===== src/rtl/text_entry_buffer.sv =====
// Keystroke assembler for the text overlay: edits a working buffer and commits it to the
// stringmaker bus on the frame boundary after Enter. The committed bus is named string_bus
// because "string" is a reserved word in SystemVerilog.
module text_entry_buffer #(
    parameter int STRING_LENGTH = 9,
    parameter int ARRAY_LEN     = 8 * STRING_LENGTH
) (
    input  logic                 clk,
    input  logic                 reset_n,
    input  logic [7:0]           char_in,
    input  logic                 char_valid,
    input  logic                 frame_start,
    output logic [ARRAY_LEN-1:0] string_bus,
    output logic [5:0]           numchar,
    output logic                 ready,
    output logic [ARRAY_LEN-1:0] edit_string,
    output logic [5:0]           edit_count,
    output logic                 pending,
    output logic                 dropped
);

    typedef enum logic [1:0] {
        ST_EDIT    = 2'd0,
        ST_PENDING = 2'd1,
        ST_COMMIT  = 2'd2
    } state_t;

    localparam logic [ARRAY_LEN-1:0] BLANK = {STRING_LENGTH{8'h20}};
    localparam logic [5:0]           FULL  = 6'(STRING_LENGTH);

    state_t               state_r, next_state_s;
    logic [ARRAY_LEN-1:0] edit_buf_r, edit_buf_next_s;
    logic [5:0]           edit_count_r, edit_count_next_s;
    logic [ARRAY_LEN-1:0] string_r;
    logic [5:0]           numchar_r;
    logic                 ready_r, pending_r, dropped_r;
    logic                 dropped_next_s, commit_s;
    logic                 is_upper_s, is_lower_s, is_space_s, is_print_s;
    logic [7:0]           key_char_s;

    // Overwrite one slot of the buffer; char 0 occupies the top byte.
    function automatic logic [ARRAY_LEN-1:0] put_char(input logic [ARRAY_LEN-1:0] buf_in,
                                                      input logic [5:0]           slot,
                                                      input logic [7:0]           ch);
        logic [ARRAY_LEN-1:0] res;
        res = buf_in;
        for (int i = 0; i < STRING_LENGTH; i++) begin
            if (slot == 6'(i)) begin
                res[ARRAY_LEN-1-8*i -: 8] = ch;
            end else begin
                res[ARRAY_LEN-1-8*i -: 8] = buf_in[ARRAY_LEN-1-8*i -: 8];
            end
        end
        return res;
    endfunction

    assign is_upper_s = (char_in >= 8'h41) && (char_in <= 8'h5A);
    assign is_lower_s = (char_in >= 8'h61) && (char_in <= 8'h7A);
    assign is_space_s = (char_in == 8'h20);
    assign is_print_s = is_upper_s || is_lower_s || is_space_s;
    assign key_char_s = is_lower_s ? (char_in - 8'h20) : char_in;

    // Key decode and commit sequencing.
    always_comb begin
        next_state_s      = state_r;
        edit_buf_next_s   = edit_buf_r;
        edit_count_next_s = edit_count_r;
        dropped_next_s    = 1'b0;
        commit_s          = 1'b0;
        case (state_r)
            ST_EDIT: begin
                if (char_valid) begin
                    if (is_print_s) begin
                        if (edit_count_r == FULL) begin
                            dropped_next_s = 1'b1;
                        end else begin
                            edit_buf_next_s   = put_char(edit_buf_r, edit_count_r, key_char_s);
                            edit_count_next_s = edit_count_r + 6'd1;
                        end
                    end else if (char_in == 8'h08) begin
                        if (edit_count_r != 6'd0) begin
                            edit_buf_next_s   = put_char(edit_buf_r, edit_count_r - 6'd1, 8'h20);
                            edit_count_next_s = edit_count_r - 6'd1;
                        end else begin
                            edit_count_next_s = edit_count_r;
                        end
                    end else if (char_in == 8'h1B) begin
                        edit_buf_next_s   = BLANK;
                        edit_count_next_s = 6'd0;
                    end else if (char_in == 8'h0D) begin
                        if (edit_count_r != 6'd0) begin
                            next_state_s = ST_PENDING;
                        end else begin
                            dropped_next_s = 1'b1;
                        end
                    end else begin
                        dropped_next_s = 1'b1;
                    end
                end else begin
                    dropped_next_s = 1'b0;
                end
            end
            ST_PENDING: begin
                dropped_next_s = char_valid;
                if (frame_start) begin
                    commit_s     = 1'b1;
                    next_state_s = ST_COMMIT;
                end else begin
                    next_state_s = ST_PENDING;
                end
            end
            ST_COMMIT: begin
                dropped_next_s = char_valid;
                next_state_s   = ST_EDIT;
            end
            default: begin
                next_state_s = ST_EDIT;
            end
        endcase
    end

    // State, working buffer and committed bus registers.
    always_ff @(posedge clk or negedge reset_n) begin
        if (!reset_n) begin
            state_r      <= ST_EDIT;
            edit_buf_r   <= BLANK;
            edit_count_r <= 6'd0;
            string_r     <= BLANK;
            numchar_r    <= 6'd0;
            ready_r      <= 1'b0;
            pending_r    <= 1'b0;
            dropped_r    <= 1'b0;
        end else begin
            state_r      <= next_state_s;
            edit_buf_r   <= edit_buf_next_s;
            edit_count_r <= edit_count_next_s;
            ready_r      <= commit_s;
            pending_r    <= (next_state_s == ST_PENDING);
            dropped_r    <= dropped_next_s;
            if (commit_s) begin
                string_r  <= edit_buf_r;
                numchar_r <= edit_count_r;
            end else begin
                string_r  <= string_r;
                numchar_r <= numchar_r;
            end
        end
    end

    assign string_bus  = string_r;
    assign numchar     = numchar_r;
    assign ready       = ready_r;
    assign edit_string = edit_buf_r;
    assign edit_count  = edit_count_r;
    assign pending     = pending_r;
    assign dropped     = dropped_r;

endmodule

===== config.mk =====
export PLATFORM = sky130hd
export DESIGN_NAME = text_entry_buffer
export DESIGN_NICKNAME = d
export VERILOG_FILES = /design/src/rtl/text_entry_buffer.sv
export SDC_FILE = /design/constraint.sdc
export NUM_CORES = 1
export LEC_CHECK = 0
export ABC_CLOCK_PERIOD_IN_PS = 3200
export BUFFER_PORTS_ARGS = -buffer_cell sky130_fd_sc_hd__buf_2
export CORE_ASPECT_RATIO = 1.75
export CORE_MARGIN = 8
export CORE_UTILIZATION = 40
export CTS_CLUSTER_SIZE = 20
export DETAILED_ROUTE_END_ITERATION = 6
export GPL_TIMING_DRIVEN = 0
export PLACE_DENSITY = 0.63
export SKIP_LAST_GASP = 1
export SLEW_MARGIN = 30
export SYNTH_ARGS = -nofsm -noshare
export SYNTH_HDL_FRONTEND = slang
export SYNTH_SLANG_ARGS = --single-unit

===== constraint.sdc =====
create_clock -name clk -period 3.2 [get_ports clk]
set_input_delay 0.32 -clock clk [delete_from_list [all_inputs] [get_ports clk]]
set_output_delay 0.32 -clock clk [all_outputs]
set_load 0.005 [all_outputs]

==> run summary, run 1 <==
The run finished with clean final reports. The library cells used most frequently in the layout, excluding fill and tap cells, are sky130_fd_sc_hd__buf_2, sky130_fd_sc_hd__dfrtp_1, sky130_fd_sc_hd__mux2_2, sky130_fd_sc_hd__clkbuf_1, sky130_fd_sc_hd__dfstp_2. In the final routed layout, each cell accounts on average for 20.9 µm. Critical register-to-register path startpoint: edit_count[0].

Pin placement for this block handled 171 I/O pins. The tool flagged a number of max-cap violations equal to 0. Count of state elements after synthesis: 161. STA puts the critical path data required time at 3.50 ns. The H-tree was split into 4 levels. The site row count was 64.

The run gives 19,500 µm as the wire length reported by the detailed router. The type of the worst setup path was flip-flop to flip-flop. The worst ir drop on vdd was 0.396 mV; the clock sink total was 161. Using the TritonRoute via totals, the vias-per-cell ratio works out to 5.19. The endpoint identified for the worst register-to-register timing path is edit_string[58].

Worst hold path class: input port to flip-flop. The longest clock path from root to sink contains 2 buffers. The core footprint is 17,200 µm², and the final weighted congestion in routability-driven placement is 0.914. The leakage power is 4.58 nW, and the count of buffers from port buffering is 170. The setup violation total in the final timing report is 0. The async set-or-reset flop fraction in the synthesized netlist was 100%.

The worst max-slew margin expressed relative to the limit was 39.9%; the source-to-sink clock delay at the later pin of the worst-skew pair was 0.42 ns. Library cell with the largest summed area after synthesis: sky130_fd_sc_hd__dfrtp_1. By area the synthesized netlist is led by sky130_fd_sc_hd__dfrtp_1, sky130_fd_sc_hd__mux2_2, sky130_fd_sc_hd__dfstp_2. The repair_antennas step left the layout with diodes totalling 0. The power per unit of standard cell area is 741 nW/µm². Summing the sequential cell areas from Yosys gives 58.3% of the chip area.

Among all flip-flop cells after synthesis, the most frequent one is sky130_fd_sc_hd__dfrtp_1. The area after detailed placement was 8130 µm²; the detailed router's first-iteration violation count was 177. On the final layout, the worst clock skew is 0.0157 ns. For the count of final max-slew check failures, the log shows 0. The startpoint kind of the worst setup timing path was a flip-flop. Entering global routing, the biggest net connects 87 pins. The logic depth of the worst register-to-register path was 10. After routing the design area is 8750 µm². Derived from the worst setup path, the maximum achievable clock frequency is 0.327 GHz. Leaving out fill and tap cells, the most frequent cell in the layout is sky130_fd_sc_hd__buf_2. Across all layers, the routed design uses 4,835 vias. The logs give 18.4% for the global routing usage summed across all routing layers and 0 for the count of unresolved DRC violations after routing. Measured along the y axis, the die boundary spans 190 µm.

The HPWL after detailed placement is 14,500 µm. In this run the mean area of a mapped cell was 14.0 µm². The register cell area after layout was 4050 µm².

Synthesis produced a netlist whose cell count is 496. The run gives 2780 µm² as the multi-input combinational cell area. The area growth from synthesis to layout came out at 26.0%. TritonCTS built the clock tree. In this run the biggest area consumer among cell types represents 51.5% of the synthesized area.

The final critical path time including I/O delays and setup is 3.06 ns. The number of global-route vias before repair was 5,291. The combined area of all synthesized cells was 6940 µm²; the slew at the pin with the worst max-slew slack was 0.898 ns.

The post-route netlist has 55.9% of its cells at a drive strength greater than 1. The tools report the number of nets in the layout as 712. The synthesized net count is 521, and the die area is 22,000 µm². After clock tree synthesis, the clock-pin slew on the worst setup and hold paths is 0.07 ns. The capture point of the critical path was edit_string[58]. In this run, synthesis inferred 0 flip-flops with an integrated enable. Setup repair after global routing left no endpoint under its margin. For this run, the share of the core covered by cells in the final layout is 50.8%. The initial antenna violation count came out at 0. Once detail routing completed, the nets flagged for antenna violations numbered 0. The worst setup path startpoint was edit_count[0]. The buffer type at the clock tree root was sky130_fd_sc_hd__clkbuf_16.

The filler cell count is 1,523, and the count of cell types in the netlist is 52. The worst setup path is captured at a flip-flop. The slack of the worst reg-to-reg path was 0.14 ns; the global-route wire length before repair was 30,600 µm. The arrival time of the worst setup path came out at 3.36 ns. The share of the clock period used by the worst path after layout came out at 95.5%.

The effective utilization at floorplan is 40.3%. The die is 116 µm wide. The top fanout value on the critical path came out at 10. For this run the aggregate overflow at the end of global routing stands at 0. The number of hold-slack violations in the final timing report came out at 0.

TritonCTS created 17 clock buffers. The run gives 0 as the total number of yosys warnings. For the number of detailed-route iterations in the first pass, the log shows 4.
-- power by group --
| group | internal, mW | total (mW) | switching [mW] | leakage (nW) |
|---|---|---|---|---|
| registers | 2.52 | 2.83 | 0.308 | 2.16 |
| clock network | 1.21 | 2.00 | 0.787 | 0.271 |
| logic | 0.811 | 1.66 | 0.847 | 2.15 |
| total | 4.54 | 6.48 | 1.94 | 4.58 |
-- sequential cells by signal, summed over array words and instances (netlist names) --
name and count:
dropped 1, edit_count 6, edit_string 72, numchar 6, pending 1, ready 1
state_r 2, string_bus 72
-- worst min path at each step --
stage	start	to	slack (ns)	depth (start not counted)
3_5_place_dp	reset_n	string_bus[59]	0.34	1
2_1_floorplan	reset_n	dropped	0.02	0
3_3_place_gp	numchar[0]	numchar[0]	0.47	2
4_1_cts	frame_start	state_r[0]	0.09	2
5_1_grt	frame_start	state_r[0]	0.12	2
6_report	frame_start	state_r[0]	0.11	2
-- cell usage after synthesis (all sizes together) (6+ instances only) --
library cell / instances
inv: 12
o21ai: 16
a31oi: 6
nand2: 15
dfrtp: 143
nand3: 7
dfstp: 18
o22ai: 6
mux2: 148
clkbuf: 17
nor2: 19
ha: 13
a21oi: 17
-- what timing repair did --
action	CTS	global route
hold buffers	1	0
setup buffers	0	1
gates resized for setup	0	1
endpoints found under the hold margin	66	0
endpoints found under the setup margin	0	16
-- layout make-up --
cell class | count | area share (%)
sequential | 161 | 46.3
clock inverter | 9 | 1.23
tap | 231 | 3.30
buffer | 20 | 0.972
timing repair buffer | 173 | 10.5
clock buffer | 23 | 5.46
inverter | 12 | 0.515
multi-input combinational | 302 | 31.7
-- layer usage --
metal / vias up / track usage (%) / part of all wire (%)
li1: 2176 / - / -
met2: 132 / 33.1 / 56
met3: 18 / 4.38 / 4.5
met4: 0 / 7.93 / 2.3
met1: 2509 / 20.0 / 37
met5: - / 0 / 0
-- cell families (layout without fill, tap and decap cells) --
kind of cell             count (synthesis)  in the layout  share of synthesized area, %
flip-flops                             161            161                          58.3
multiplexers                           148            148                          24.4
AO/OA/AOI/OAI                           63             63                          6.45
buffers and inverters                   33            237                          1.93
XOR/XNOR                                 2              2                         0.252
adder cells (fa/ha/maj)                 13             13                          2.34
AND/OR/NAND/NOR                         76             76                          6.25
-- worst max-delay path, cell delays in order (launching register included) --
cell and delay (ns):
sky130_fd_sc_hd__dfrtp_1 0.58, sky130_fd_sc_hd__inv_1 0.22, sky130_fd_sc_hd__ha_1 0.36, sky130_fd_sc_hd__nor2_1 0.14, sky130_fd_sc_hd__a21oi_1 0.08, sky130_fd_sc_hd__o32a_1 0.20, sky130_fd_sc_hd__nor3_1 0.32, sky130_fd_sc_hd__a31oi_1 0.19
sky130_fd_sc_hd__a311oi_4 0.34, sky130_fd_sc_hd__buf_12 0.17, sky130_fd_sc_hd__mux2_2 0.33
-- stage by stage --
stage / setup slack, ns / hold slack (ns) / power (mW) / std cells / TNS (ns)
after global placement: -0.460 / 0.469 / 4.48 / 897 / -64.27
final: 0.143 / 0.109 / 6.48 / 931 / 0
after floorplan: 0.651 / 0.0244 / 3.71 / 496 / 0
after detailed placement: 0.00751 / 0.341 / 4.55 / 898 / 0
after CTS: 0.00146 / 0.0869 / 6.57 / 931 / 0
after global routing: 0.0250 / 0.120 / 6.83 / 931 / 0
Note: power is estimated with default switching activity, not from simulation.
==> run 2: changes to the inputs <==
--- a/config.mk
+++ b/config.mk
@@ -5,7 +5,7 @@
 export SDC_FILE = /design/constraint.sdc
 export NUM_CORES = 1
 export LEC_CHECK = 0
-export ABC_CLOCK_PERIOD_IN_PS = 3200
+export ABC_CLOCK_PERIOD_IN_PS = 2860
 export BUFFER_PORTS_ARGS = -buffer_cell sky130_fd_sc_hd__buf_2
 export CORE_ASPECT_RATIO = 1.75
 export CORE_MARGIN = 8
==> constraint.sdc (replaced) <==
create_clock -name clk -period 2.86 [get_ports clk]
set_input_delay 0.286 -clock clk [delete_from_list [all_inputs] [get_ports clk]]
set_output_delay 0.286 -clock clk [all_outputs]
set_load 0.005 [all_outputs]
==> run 2 against run 1 <==
Non-clock buffer count stayed put. Design area grew 0.41%. Via count increased by 0.58%. Worst setup slack got worse by 0.033 ns. Critical path depth is the same. Sequential power rose by 12%. Critical path type unchanged. Critical endpoint unchanged.
==> run summary, run 2 (synthesized netlist as in run 1, its figures left out) <==
The area growth from synthesis to layout works out to 26.5% (was 26.0%). The logs give 0 (unchanged) for the number of hold-slack violations in the final timing report and 17 (unchanged) for the number of buffers created by CTS. Count of buffers from port buffering: 170 (unchanged). The site row count was 64 (unchanged). The core footprint was 17,200 µm² (unchanged).

The register cell area after layout is 4050 µm² (about the same), and the wire length reported by the detailed router is 19,500 µm (about the same). The run gives 8130 µm² (unchanged) as the area after detailed placement. The capture point of the critical path is edit_string[58] (unchanged). The worst setup path startpoint is edit_count[0] (unchanged). The number of buffers between clock root and the deepest sink is 2 (unchanged), and the biggest cell delay along the critical path is 0.50 ns (was 0.58 ns).

The run gives 171 (unchanged) as the number of primary I/O pins. The initial antenna violation count is 0 (unchanged). The flow ran to the end, and the final reports show no timing, DRC or antenna violations.

The cell area after layout is 8790 µm² (was 8750 µm²). The setup violation total in the final timing report was 0 (unchanged); the number of nets with antenna violations after detailed routing was 0 (unchanged). Via density per instance: 5.22 (was 5.19).

The effective utilization at floorplan is 40.3% (unchanged), and the final critical path time including I/O delays and setup is 2.75 ns (was 3.06 ns). The multi-input combinational cell area came out at 2810 µm² (was 2780 µm²). The number of nets in the layout came out at 712 (unchanged).

The top fanout value on the critical path was 10 (unchanged). The cell with the largest stage delay on the worst path is sky130_fd_sc_hd__dfrtp_2 (was sky130_fd_sc_hd__dfrtp_1). The highest attainable clock frequency came out at 0.364 GHz (was 0.327 GHz). The count of final max-slew check failures is 0 (unchanged), and the worst setup slack after layout is 0.110 ns (was 0.143 ns). The endpoint of the worst register-to-register path was edit_string[58] (unchanged).

The clock sink total was 161 (unchanged); the worst max-slew margin expressed relative to the limit was 41.4% (was 39.9%). Global routing usage summed across all routing layers: 18.5% (was 18.4%). The run gives 87 (unchanged) as the pin count of the biggest net entering global routing. Top library cells by usage in the layout, fill and taps aside: sky130_fd_sc_hd__buf_2, sky130_fd_sc_hd__dfrtp_1, sky130_fd_sc_hd__mux2_2, sky130_fd_sc_hd__dfstp_2, sky130_fd_sc_hd__clkbuf_16 (was sky130_fd_sc_hd__buf_2, sky130_fd_sc_hd__dfrtp_1, sky130_fd_sc_hd__mux2_2, sky130_fd_sc_hd__clkbuf_1, sky130_fd_sc_hd__dfstp_2). The run gives 3.16 ns (was 3.50 ns) as the required time at the worst-slack endpoint.

The origin of the worst min-delay path is frame_start (unchanged). The global-route wire length before repair was 30,700 µm (was 30,600 µm); the number of detailed-route iterations in the first pass was 4 (unchanged). Number of diodes: 0 (unchanged). Leakage power: 4.59 nW (was 4.58 nW). The source-to-sink clock delay at the later pin of the worst-skew pair came out at 0.43 ns (was 0.42 ns).

The share of the clock period used by the worst path after layout is 96.1% (was 95.5%). The tools report the buffer type at the clock tree root as sky130_fd_sc_hd__clkbuf_16 (unchanged). The run gives 0.443 mV (was 0.396 mV) as the worst ir drop on vdd. The number of max-capacitance violations reported came out at 0 (unchanged). Critical path, cell by cell: inv_1 > ha_2 > and2_1 > a21oi_1 > o32a_1 > nor3_2 > a31oi_1 > a311oi_4 > buf_12 > mux2_2 (was inv_1 > ha_1 > nor2_1 > a21oi_1 > o32a_1 > nor3_1 > a31oi_1 > a311oi_4 > buf_12 > mux2_2). The number of global-route vias before repair was 5,290 (was 5,291); the final weighted congestion in routability-driven placement was 0.914 (unchanged). The leading cell type in the layout, fill and taps excluded was sky130_fd_sc_hd__buf_2 (unchanged). The tools report the estimated wirelength of the detail-placed design as 14,500 µm (unchanged). Arrival time of the worst setup path: 3.05 ns (was 3.36 ns). The tools report the slack of the worst reg-to-reg path as 0.11 ns (was 0.14 ns). The run gives 1,527 (was 1,523) as the filler cell count. The worst clock skew came out at 0.0130 ns (was 0.0157 ns). Die span in x: 116 µm (unchanged). The tools report the critical register-to-register path startpoint as edit_count[0] (unchanged).

Power per unit of standard cell area: 829 nW/µm² (was 741 nW/µm²). For the final cell utilization of the core, the log shows 51.0% (was 50.8%). The slew at the pin with the worst max-slew slack is 0.876 ns (was 0.898 ns). The count of H-tree levels built during CTS was 4 (unchanged). TritonCTS built the clock tree.

The count of unresolved DRC violations after routing is 0 (unchanged). The type of the worst setup path was flip-flop to flip-flop (unchanged). Startpoint kind of the worst setup timing path: a flip-flop (unchanged). Die area: 22,000 µm² (unchanged). The worst hold path class is input port to flip-flop (unchanged). The ratio of cells with drive above 1 in the final layout works out to 57.1% (was 55.9%). The detailed router's first-iteration violation count was 216 (was 177). Setup repair after global routing left no endpoint under its margin. Die outline height: 190 µm (unchanged). The total global routing overflow was 0 (unchanged). The logic depth of the worst register-to-register path is 10 (unchanged). The clock transition at the registers of the reported paths works out to 0.07 ns (about the same). The critical path capture point type is a flip-flop (unchanged). The total power consumption of the routed design was 7.28 mW (was 6.48 mW). The post-placement worst setup slack was -0.328 ns (was 0.00751 ns); the average routed wire per standard cell was 21.0 µm (was 20.9 µm). The tools report the detailed-route via count as 4,863 (was 4,835).
-- run 2: area by class of cell --
class                      count  area share (%)
inverter                      12           0.513
sequential                   161            46.1
buffer                        20            1.03
multi-input combinational    302            31.9
timing repair buffer         173            10.5
tap                          231            3.29
clock buffer                  23            5.44
clock inverter                 9            1.22
-- run 2: through the flow --
stage / setup TNS [ns] / hold WS (ns) / std cells
after floorplan: 0 / -0.00959 / 496
after global placement: -119.46 / 0.469 / 897
after detailed placement: -14.80 / 0.307 / 898
after CTS: 0 / 0.0529 / 931
after global routing: 0 / 0.0864 / 931
final: 0 / 0.0782 / 931
-- run 2: repair_timing --
item	CTS	global route
hold buffers	1	0
pin swaps	1	0
endpoints found under the hold margin	66	0
setup endpoints to repair	55	73
gates resized for setup	6	9
setup buffers	1	0
-- run 2: worst min-delay path by stage --
stage                     end  slack (ns)  cells past startpoint
4_1_cts            state_r[0]        0.05                      2
3_3_place_gp       numchar[0]        0.47                      2
2_1_floorplan         dropped       -0.01                      0
3_5_place_dp   string_bus[59]        0.31                      1
5_1_grt            state_r[0]        0.09                      2
6_report           state_r[0]        0.08                      2
-- run 2: power by group --
group / total [mW] / leakage, nW / internal (mW) / switching (mW)
Clock: 2.24 / 0.271 / 1.35 / 0.886
Sequential: 3.17 / 2.16 / 2.82 / 0.349
Combinational: 1.88 / 2.17 / 0.917 / 0.960
-- run 2: worst max-delay path: cells and delay by family, from the launching register on --
family                   cells  cell delay, ns
adder cells (fa/ha/maj)      1            0.31
multiplexers                 1            0.33
flip-flops                   1            0.50
buffers and inverters        2            0.38
AND/OR/NAND/NOR              2            0.37
AO/OA/AOI/OAI                4            0.74
-- run 2: per-layer routing --
metal / track usage [%] / wire, µm
met1: 19.9 / 7290
met2: 33.3 / 10800
met3: 4.41 / 851
met4: 7.88 / 568
met5: 0 / 0
==> run 3: changes to the inputs <==
--- a/config.mk
+++ b/config.mk
@@ -13,6 +13,7 @@
 export CTS_CLUSTER_SIZE = 20
 export DETAILED_ROUTE_END_ITERATION = 6
 export GPL_TIMING_DRIVEN = 0
+export MAX_ROUTING_LAYER = met4
 export PLACE_DENSITY = 0.63
 export SKIP_LAST_GASP = 1
 export SLEW_MARGIN = 30
==> run 3 against run 2 <==
Wire length hardly changed. Critical path type unchanged. Critical endpoint is now edit_string[63]. Critical path depth stayed put. Global-route usage is 0.66 points higher. Hold slack better by 0.0029 ns. Combinational power hardly changed. Clock power hardly changed.
==> run summary, run 3 (synthesized netlist as in run 1, its figures left out) <==
The final critical path time including I/O delays and setup came out at 2.72 ns (was 2.75 ns). The worst ir drop on vdd came out at 0.430 mV (was 0.443 mV). The number of global-route vias before repair came out at 5,249 (was 5,290).

The run finished with clean final reports. The highest attainable clock frequency came out at 0.368 GHz (was 0.364 GHz). Worst max-slew margin expressed relative to the limit: 34.6% (was 41.4%). The number of max-capacitance violations reported is 0 (unchanged). The run gives 4 (unchanged) as the count of H-tree levels built during CTS. Required time at the worst-slack endpoint: 3.16 ns (about the same). The final cell utilization of the core is 50.9% (was 51.0%), and the area growth from synthesis to layout is 26.3% (was 26.5%). The run gives 3.02 ns (was 3.05 ns) as the arrival time of the worst setup path.

The startpoint kind of the worst setup timing path was a flip-flop (unchanged). The global routing usage summed across all routing layers came out at 19.1% (was 18.5%). The top fanout value on the critical path was 9 (was 10).

For the die area, the log shows 22,000 µm² (unchanged). Die span in x: 116 µm (unchanged). The final weighted congestion in routability-driven placement is 0.864 (was 0.914).

The run gives 64 (unchanged) as the site row count. The core footprint was 17,200 µm² (unchanged); the cell area after layout was 8770 µm² (was 8790 µm²). The detailed-route via count was 4,853 (was 4,863). The kind of cell adding the most delay to the critical path was compound AO/OA/AOI/OAI gates (unchanged). The number of buffers created by CTS is 17 (unchanged), and the effective utilization at floorplan is 40.3% (unchanged). The ratio of cells with drive above 1 in the final layout was 57.6% (was 57.1%); the clock sink total was 161 (unchanged).

The run gives 0.42 ns (was 0.43 ns) as the source-to-sink clock delay at the later pin of the worst-skew pair. Total global routing overflow: 0 (unchanged). Clock transition at the registers of the reported paths: 0.06 ns (was 0.07 ns). Leading cell type in the layout, fill and taps excluded: sky130_fd_sc_hd__buf_2 (unchanged). Critical path, cell by cell: inv_2 > ha_2 > and2_1 > a21oi_1 > o32a_1 > nor3_2 > a31oi_1 > a311oi_4 > buf_12 > mux2_2 (was inv_1 > ha_2 > and2_1 > a21oi_1 > o32a_1 > nor3_2 > a31oi_1 > a311oi_4 > buf_12 > mux2_2). The logic depth of the worst register-to-register path came out at 10 (unchanged). Top library cells by usage in the layout, fill and taps aside: sky130_fd_sc_hd__buf_2, sky130_fd_sc_hd__dfrtp_1, sky130_fd_sc_hd__mux2_2, sky130_fd_sc_hd__dfstp_2, sky130_fd_sc_hd__clkbuf_16 (unchanged). The initial antenna violation count was 0 (unchanged); the number of nets with antenna violations after detailed routing was 0 (unchanged).

The leakage power was 4.60 nW (was 4.59 nW); the pin count of the biggest net entering global routing was 88 (was 87). The tools report the number of buffers between clock root and the deepest sink as 2 (unchanged). The worst clock skew is 0.00881 ns (was 0.0130 ns), and the accumulated negative setup slack is 0 ns (unchanged). The count of buffers from port buffering was 170 (unchanged); the setup violation total in the final timing report was 0 (unchanged). The count of unresolved DRC violations after routing is 0 (unchanged). The worst hold path class was input port to flip-flop (unchanged). The die outline height was 190 µm (unchanged); the global-route wire length before repair was 30,700 µm (about the same).

The count of placed standard cells including taps was 898 (unchanged); the count of final max-slew check failures was 0 (unchanged). The estimated wirelength of the detail-placed design was 14,400 µm (was 14,500 µm). The detailed router's first-iteration violation count came out at 191 (was 216). The tools report the final worst hold slack as 0.0812 ns (was 0.0782 ns). The critical path capture point type is a flip-flop (unchanged).

The count of buffer and inverter cells on the critical path was 2 (unchanged). The logs give 8120 µm² (was 8130 µm²) for the area after detailed placement and 0 (unchanged) for the number of hold-slack violations in the final timing report. The tools report the number of primary I/O pins as 171 (unchanged). TritonCTS built the clock tree. The share of the clock period used by the worst path after layout was 95.1% (was 96.1%). For the post-route non-filler standard cell count, the log shows 931 (unchanged).

Worst hold path cell count: 2 (unchanged). The type of the worst setup path is flip-flop to flip-flop (unchanged). For the number of detailed-route iterations in the first pass, the log shows 4 (unchanged). Cell with the largest stage delay on the worst path: sky130_fd_sc_hd__dfrtp_1 (was sky130_fd_sc_hd__dfrtp_2).

The slew at the pin with the worst max-slew slack is 0.977 ns (was 0.876 ns). The tools report the wire length reported by the detailed router as 19,500 µm (about the same). The number of nets in the layout was 712 (unchanged).

The average routed wire per standard cell is 21.0 µm (about the same), and the power per unit of standard cell area is 829 nW/µm² (about the same). The via density per instance was 5.21 (was 5.22); the logic depth of the worst setup path including buffers was 10 (unchanged). The biggest cell delay along the critical path came out at 0.51 ns (was 0.50 ns). The buffer type at the clock tree root is sky130_fd_sc_hd__clkbuf_16 (unchanged).

The number of diodes was 0 (unchanged).
==> run 3: cell count changes in the layout (fill, tap and decap cells not counted) <==
| cell | previous run | this run |
|---|---|---|
| sky130_fd_sc_hd__clkbuf_1 | 16 | 14 |
| sky130_fd_sc_hd__clkbuf_8 | 3 | 1 |
| sky130_fd_sc_hd__clkinv_2 | 2 | 4 |
| sky130_fd_sc_hd__clkinv_4 | 0 | 2 |
| sky130_fd_sc_hd__clkinvlp_4 | 5 | 3 |
| sky130_fd_sc_hd__inv_6 | 0 | 2 |
| sky130_fd_sc_hd__nor2_2 | 3 | 5 |
| sky130_fd_sc_hd__nor2_4 | 3 | 1 |
| sky130_fd_sc_hd__inv_1 | 11 | 10 |
| sky130_fd_sc_hd__inv_2 | 1 | 2 |
==> run 3: path summary, 6_finish.rpt <==
path                           startpoint               to  slack, ns
max                         edit_count[1]  edit_string[63]       0.14
min                           frame_start       state_r[0]       0.08
max reg2reg                 edit_count[1]  edit_string[63]       0.14
min reg2reg                string_bus[71]   string_bus[71]       0.50
max in group asynchronous         reset_n  edit_string[37]       1.59
min in group asynchronous         reset_n   string_bus[54]       0.43
==> run 3: power by group <==
group	internal [mW]	switching (mW)
clock network	1.31	0.924
registers	2.82	0.354
logic	0.917	0.950
==> run 3: metrics by stage <==
stage	worst slack [ns]	power [mW]
floorplan	0.311	4.15
global placement	-0.759	5.01
detailed placement	-0.356	5.08
CTS	-0.00915	7.36
global route	-0.0123	7.66
finish	0.140	7.27
==> run 3: repair_timing <==
| item | CTS | global route |
|---|---|---|
| buffers inserted | 1 | 0 |
| endpoints found under the setup margin | 57 | 72 |
| gates resized for setup | 5 | 9 |
| endpoints found under the hold margin | 66 | 0 |
| pin swaps | 1 | 0 |
| hold buffers | 1 | 0 |
==> run 3: layout make-up <==
cell class                 count  area, µm²
sequential                   161       4050
timing repair buffer         173        918
fill                        1549       8450
buffer                        20       90.1
multi-input combinational    302       2800
clock buffer                  19        443
inverter                      12       45.0
clock inverter                13        138
tap                          231        289
==> run 3: per-layer routing <==
metal	track usage, %	up-vias	routed length [µm]
met2	33.1	151	10700
met5	-	-	0
li1	-	2176	-
met4	9.05	0	624
met3	3.87	28	786
met1	20.4	2498	7430
